--- src/rtl/serial_adder_nbit.sv ---
// Bit-serial adder: Sum = A + B + Cin computed LSB first through one full-adder cell.
// Define SERIAL_ADDER_OVF_EN to add the registered signed Overflow output.
module serial_adder_nbit #(
    parameter int WIDTH = 4
) (
    input  logic             clk,
    input  logic             rst,
    input  logic             start,
    input  logic [WIDTH-1:0] A,
    input  logic [WIDTH-1:0] B,
    input  logic             Cin,
    output logic             busy,
    output logic             done,
    output logic [WIDTH-1:0] Sum,
    output logic             Cout
`ifdef SERIAL_ADDER_OVF_EN
    ,
    output logic             Overflow
`endif
);

    localparam int CW = (WIDTH > 2) ? $clog2(WIDTH) : 1;
    localparam logic [CW-1:0] LAST_BIT = CW'(WIDTH - 1);

    typedef enum logic [1:0] {
        IDLE = 2'd0,
        RUN  = 2'd1,
        DONE = 2'd2
    } state_t;

    state_t           state_q, state_d;
    logic [WIDTH-1:0] a_q, a_d;
    logic [WIDTH-1:0] b_q, b_d;
    logic             carry_q, carry_d;
    logic [WIDTH-1:0] psum_q, psum_d;
    logic [CW-1:0]    bitcnt_q, bitcnt_d;
    logic [WIDTH-1:0] sum_q, sum_d;
    logic             cout_q, cout_d;
`ifdef SERIAL_ADDER_OVF_EN
    logic             ovf_q, ovf_d;
`endif

    logic             s_bit;
    logic             c_next;
    logic [WIDTH-1:0] psum_shift;

    // The single full-adder cell, fed from the LSBs of the operand shift registers.
    assign s_bit      = a_q[0] ^ b_q[0] ^ carry_q;
    assign c_next     = (a_q[0] & b_q[0]) | (a_q[0] & carry_q) | (b_q[0] & carry_q);
    assign psum_shift = {s_bit, psum_q[WIDTH-1:1]};

    always_comb begin
        state_d  = state_q;
        a_d      = a_q;
        b_d      = b_q;
        carry_d  = carry_q;
        psum_d   = psum_q;
        bitcnt_d = bitcnt_q;
        sum_d    = sum_q;
        cout_d   = cout_q;
`ifdef SERIAL_ADDER_OVF_EN
        ovf_d    = ovf_q;
`endif
        case (state_q)
            IDLE: begin
                if (start) begin
                    a_d      = A;
                    b_d      = B;
                    carry_d  = Cin;
                    bitcnt_d = '0;
                    state_d  = RUN;
                end
            end
            RUN: begin
                a_d      = a_q >> 1;
                b_d      = b_q >> 1;
                carry_d  = c_next;
                psum_d   = psum_shift;
                bitcnt_d = bitcnt_q + 1'b1;
                if (bitcnt_q == LAST_BIT) begin
                    bitcnt_d = '0;
                    sum_d    = psum_shift;
                    cout_d   = c_next;
`ifdef SERIAL_ADDER_OVF_EN
                    // On the last bit a_q[0]/b_q[0] are the captured operand MSBs.
                    ovf_d    = (a_q[0] == b_q[0]) && (s_bit != a_q[0]);
`endif
                    state_d  = DONE;
                end
            end
            DONE: begin
                state_d = IDLE;
            end
            default: begin
                state_d = IDLE;
            end
        endcase
    end

    always_ff @(posedge clk) begin
        if (rst) begin
            state_q  <= IDLE;
            a_q      <= '0;
            b_q      <= '0;
            carry_q  <= 1'b0;
            psum_q   <= '0;
            bitcnt_q <= '0;
            sum_q    <= '0;
            cout_q   <= 1'b0;
`ifdef SERIAL_ADDER_OVF_EN
            ovf_q    <= 1'b0;
`endif
        end else begin
            state_q  <= state_d;
            a_q      <= a_d;
            b_q      <= b_d;
            carry_q  <= carry_d;
            psum_q   <= psum_d;
            bitcnt_q <= bitcnt_d;
            sum_q    <= sum_d;
            cout_q   <= cout_d;
`ifdef SERIAL_ADDER_OVF_EN
            ovf_q    <= ovf_d;
`endif
        end
    end

    assign busy = (state_q != IDLE);
    assign done = (state_q == DONE);
    assign Sum  = sum_q;
    assign Cout = cout_q;
`ifdef SERIAL_ADDER_OVF_EN
    assign Overflow = ovf_q;
`endif

endmodule

--- config.mk ---
export PLATFORM = sky130hd
export DESIGN_NAME = serial_adder_nbit
export DESIGN_NICKNAME = d
export VERILOG_FILES = /design/src/rtl/serial_adder_nbit.sv
export SDC_FILE = /design/constraint.sdc
export NUM_CORES = 1
export LEC_CHECK = 0
export CAP_MARGIN = 15
export CORE_MARGIN = 4
export CORE_UTILIZATION = 42
export CTS_CLUSTER_SIZE = 30
export DETAILED_ROUTE_END_ITERATION = 10
export GPL_TIMING_DRIVEN = 1
export HOLD_SLACK_MARGIN = 0.12
export PLACE_DENSITY = 0.68
export SETUP_SLACK_MARGIN = 0.05
export SLEW_MARGIN = 10
export SYNTH_ARGS = -nofsm -noshare
export SYNTH_HDL_FRONTEND = slang
export SYNTH_SLANG_ARGS = --single-unit
--- constraint.sdc ---
create_clock -name clk -period 2.1 [get_ports clk]
set_input_delay 0.21 -clock clk [delete_from_list [all_inputs] [get_ports clk]]
set_output_delay 0.21 -clock clk [all_outputs]
set_load 0.05 [all_outputs]
## After elaboration in Yosys (flattened, before gate mapping)

Cells that the tools add are included.

| operators by class | value |
|---|---|
| add/sub/neg operators | 1 |
| equal/unequal tests | 5 |
| muxes and demuxes | 12 |
| bitwise gates (word level) | 7 |
| reduce and logical (&&, ||, !) cells | 6 |

Operators by type and width:

| cell | count |
|---|---|
| $pmux W4 S2 | 2 |
| $mux W2 | 4 |
| $mux W4 | 2 |
| $pmux W2 S2 | 2 |
| $reduce_and A2 Y1 | 3 |
| $eq A2 B2 Y1 const B | 2 |
| $ne A2 B2 Y1 const B | 2 |
| $reduce_bool A2 Y1 | 2 |
| $and A1 B1 Y1 | 3 |
| $add A2 B1 Y2 const B | 1 |
| $eq A2 B1 Y1 const B | 1 |
| $logic_not A2 Y1 | 1 |
| $or A1 B1 Y1 | 2 |
| $pmux W1 S2 | 1 |
| $xor A1 B1 Y1 | 2 |
| $mux W1 | 1 |

| storage, ports and cells | value |
|---|---|
| register bits after elaboration | 22 |
| input bits | 12 |

## Logic depth before layout (Yosys ltp)

| depth | value |
|---|---|
| depth after elaboration | 4 |
| depth in mapped cells | 6 |

## Worst setup path before layout

No wires, ideal clock.

| path | value |
|---|---|
| path type | flip-flop to output port |
| start | register state_q[1] |
| end | output port done |
| arrival | 1.265 ns |
| required time | 1.890 ns |
| path slack | 0.625 ns |
| stages on the path, launching flop included | 3 |
| buffers on the path | 1 |
| cell sequence | dfxtp_1 buf_2 nor2b_1 |

| on the way | value |
|---|---|
| longest elaborated chain between the ends | 1 |

Ends and longest elaborated chain:

| what | RTL line | text |
|---|---|---|
| start: declaration | 31 | `state_t state_q, state_d;` |
| start signal: assignment | 114 | `state_q <= state_d;` |
| $eq A2 B2 Y1 | 129 | `assign done = (state_q == DONE);` |
| end: declaration | 13 | `output logic done,` |

Every way passes these cells.

## Final worst setup path

Same ends and word-level chain as after synthesis.

==> impl_metrics.csv <==
group,metric,value,unit
status,status,"complete, no violations",
synth,synth_fp_nets,113,
critical_path,worst_path_max_delay_cell,"dfxtp_1",
timing,maxSlewViolCount,0,
timing,period_needed,1790,ps
synth,postSynthAreaPerCell,9.16,um2
clocking,cts_buffer_depth,2,
clocking,htreeDepth,1,
clocking,cts-root-buf,"clkbuf_4",
timing,fmax,560,MHz
routing,firstDrtPassIters,2,
synth,mappedNetlistArea,907,um2
clocking,hold_buffers,0,
die,dieHeight,54.5,um
routing,dr_total_vias,723,
global_routing,grt_pass1_vias,739,
routing,dr.first_iter.drc_count,16,
die,start_util,45.3,%
flow_run,cap_violations,0,
global_routing,antenna_found_initial,0,
routing,wl_per_cell,12.2,um
timing,setup_viol,0,
critical_path,worst_setup_path_end_kind,"output pin",
pwr,p_leak,0.417,nW
cells_and_area,area_growth,21.4,%
timing,finalSetupTns,0,ps
global_routing,grt_max_degree,17,
cells_and_area,drive_gt1_share,5.22,%
critical_path,required,1890,ps
placement,io_buffers,18,
hold_path,min_delay_path_depth,2,
critical_path,critPathArrivalTime,1580,ps
timing,rsz0062_at_grt,"no",
critical_path,critPathMaxFanout,11,
critical_path,max_stage_delay,570,ps
clocking,clock_latency,310,ps
routing,wl,1730,um
pwr,power_density,670,nW/um2
timing,slew_headroom,66.5,%
timing,finalHoldViolations,0,
die,top_level_ports,19,
die,die_w,54.5,um
cells_and_area,fin_cells,142,
clocking,cts_tree,"done",
critical_path,worstSetupPathType,"reg2out",
critical_path,startpoint_type,"flop",
hold_path,worstHoldPathType,"reg2reg",
synth,synthCells,99,
synth,yosys_register_bits,21,
placement,place.gp.congestion,0.731,
clocking,numClockSinks,21,
routing,drc,0,
placement,hpwl,1250,um
timing,worst_slew_pin_slew,500,ps
timing,fin_crit_sh,85.1,%
cells_and_area,nets,130,
placement,dpl.cell_count,138,
critical_path,crit_path_cell_trace,"nor2b_1, dlygate4sd2_1",
critical_path,r2r_cells,3,
synth,ys_seq_area_share,46.3,%
routing,antenna_left,0,
clocking,clk_pin_slew,120,ps
die,coreArea,2000,um2
global_routing,grt_pass1_wl,3120,um
global_routing,grt.total_usage,14.8,%
die,row_count,16,
routing,vias_per_cell,5.09,
global_routing,grt-ovfl-total,0,
synth,synth_cell_type_count,23,
cells_and_area,n_antenna_cell,0,
timing,finClkSkew,9.28,ps
synth,yosysWarningCount,0,
pwr,peakVddDrop,0.453,mV
clocking,cts_buffers,3,
die,dieArea,2970,um2
==> worst max-delay path: cells and delay by family (launching register included) <==
kind | cells | cell delay (ps)
flops | 1 | 570
buf+inv | 1 | 530
simple gates | 1 | 170
==> cell families after synthesis <==
logic type	synth area share [%]
compound gates	20.0
simple gates	15.9
mux	4.41
buf+inv	9.79
flops	46.3
fa+ha+maj	3.59
==> flip-flops by register name, indices dropped and copies added (netlist names) <==
register and count:
psum_q 3, Sum 4, b_q 4, state_q 2, a_q 4, Cout 1, carry_q 1, bitcnt_q 2
==> cells in the mapped netlist (all sizes together) <==
| cell | n | area, um2 |
|---|---|---|
| fa | 1 | 20.0 |
| buf | 5 | 47.5 |
| nor3 | 1 | 5.00 |
| nand2 | 6 | 22.5 |
| a21oi | 12 | 60.1 |
| clkbuf | 2 | 7.51 |
| ha | 1 | 12.5 |
| a22oi | 4 | 30.0 |
| a221oi | 1 | 8.76 |
| nand3b | 1 | 7.51 |
| inv | 9 | 33.8 |
| nand3 | 5 | 25.0 |
| o21bai | 1 | 7.51 |
| o221a | 6 | 67.6 |
| mux2i | 4 | 40.0 |
| o21a | 1 | 7.51 |
| nor3b | 1 | 7.51 |
| nor2b | 2 | 20.0 |
| nor2 | 15 | 56.3 |
| dfxtp | 21 | 420 |
==> power breakdown <==
group	leakage (nW)	internal [mW]	switching [mW]
clock	0.0139	0.0727	0.128
combinational	0.231	0.0530	0.0491
sequential	0.172	0.419	0.0164
==> timing repair <==
item / CTS / global route
gates resized for setup: 2 / 0
endpoints found under the setup margin: 2 / 0
buffers inserted: 0 / 0
endpoints found under the hold margin: 0 / 0
==> worst paths after layout <==
path	to	start	slack, ps
worst max-delay path	done	state_q[1]	310
worst min-delay path	Cout	Cout	460
worst max register to register	b_q[1]	state_q[0]	740
worst min register to register	Cout	Cout	460
==> cells in the final DEF, fill, tap and decap left out <==
cell	instances
mux2i_1	4
dlygate4sd2_1	2
nor2b_1	1
nand2_1	6
inv_1	9
a21oi_1	12
buf_4	1
o221a_1	6
nor2_1	15
nor2b_4	1
fa_1	1
nand3b_1	1
nand3_1	5
nor3_1	1
clkinvlp_4	1
ha_1	1
clkdlybuf4s50_1	16
o21bai_1	1
clkbuf_4	3
a221oi_1	1
o21a_1	1
dfxtp_1	21
a22oi_1	4
nor3b_1	1
==> through the flow <==
step | area, um2 | hold WS, ps | power [mW] | utilization [%] | worst slack [ps]
after floorplan | 907 | 371 | 0.516 | - | 625
after global placement | 1070 | 447 | 0.547 | 53.6 | 405
after detailed placement | 1070 | 447 | 0.548 | 53.6 | 393
after CTS | 1100 | 464 | 0.752 | 55.0 | 289
after global routing | 1100 | 494 | 0.779 | 55.0 | 212
final | 1100 | 460 | 0.738 | 55.0 | 313
==> routing by layer <==
metal | part of all wire [%] | wire length, um | GRT usage (%) | up-vias
met5 | 0 | 0 | 0 | -
met4 | 1.7 | 29 | 6.22 | 0
met3 | 4.6 | 79 | 4.90 | 4
met2 | 48 | 840 | 26.3 | 12
met1 | 45 | 783 | 15.8 | 330
li1 | - | - | - | 377
==> cell type report <==
type	count	area (um2)
Timing Repair Buffer	19	185
Fill cell	198	901
Multi-Input combinational cell	62	398
Tap cell	27	33.8
Clock buffer	3	22.5
Sequential cell	21	420
Inverter	9	33.8
Clock inverter	1	7.51
Note: power is estimated with default switching activity, not from simulation.
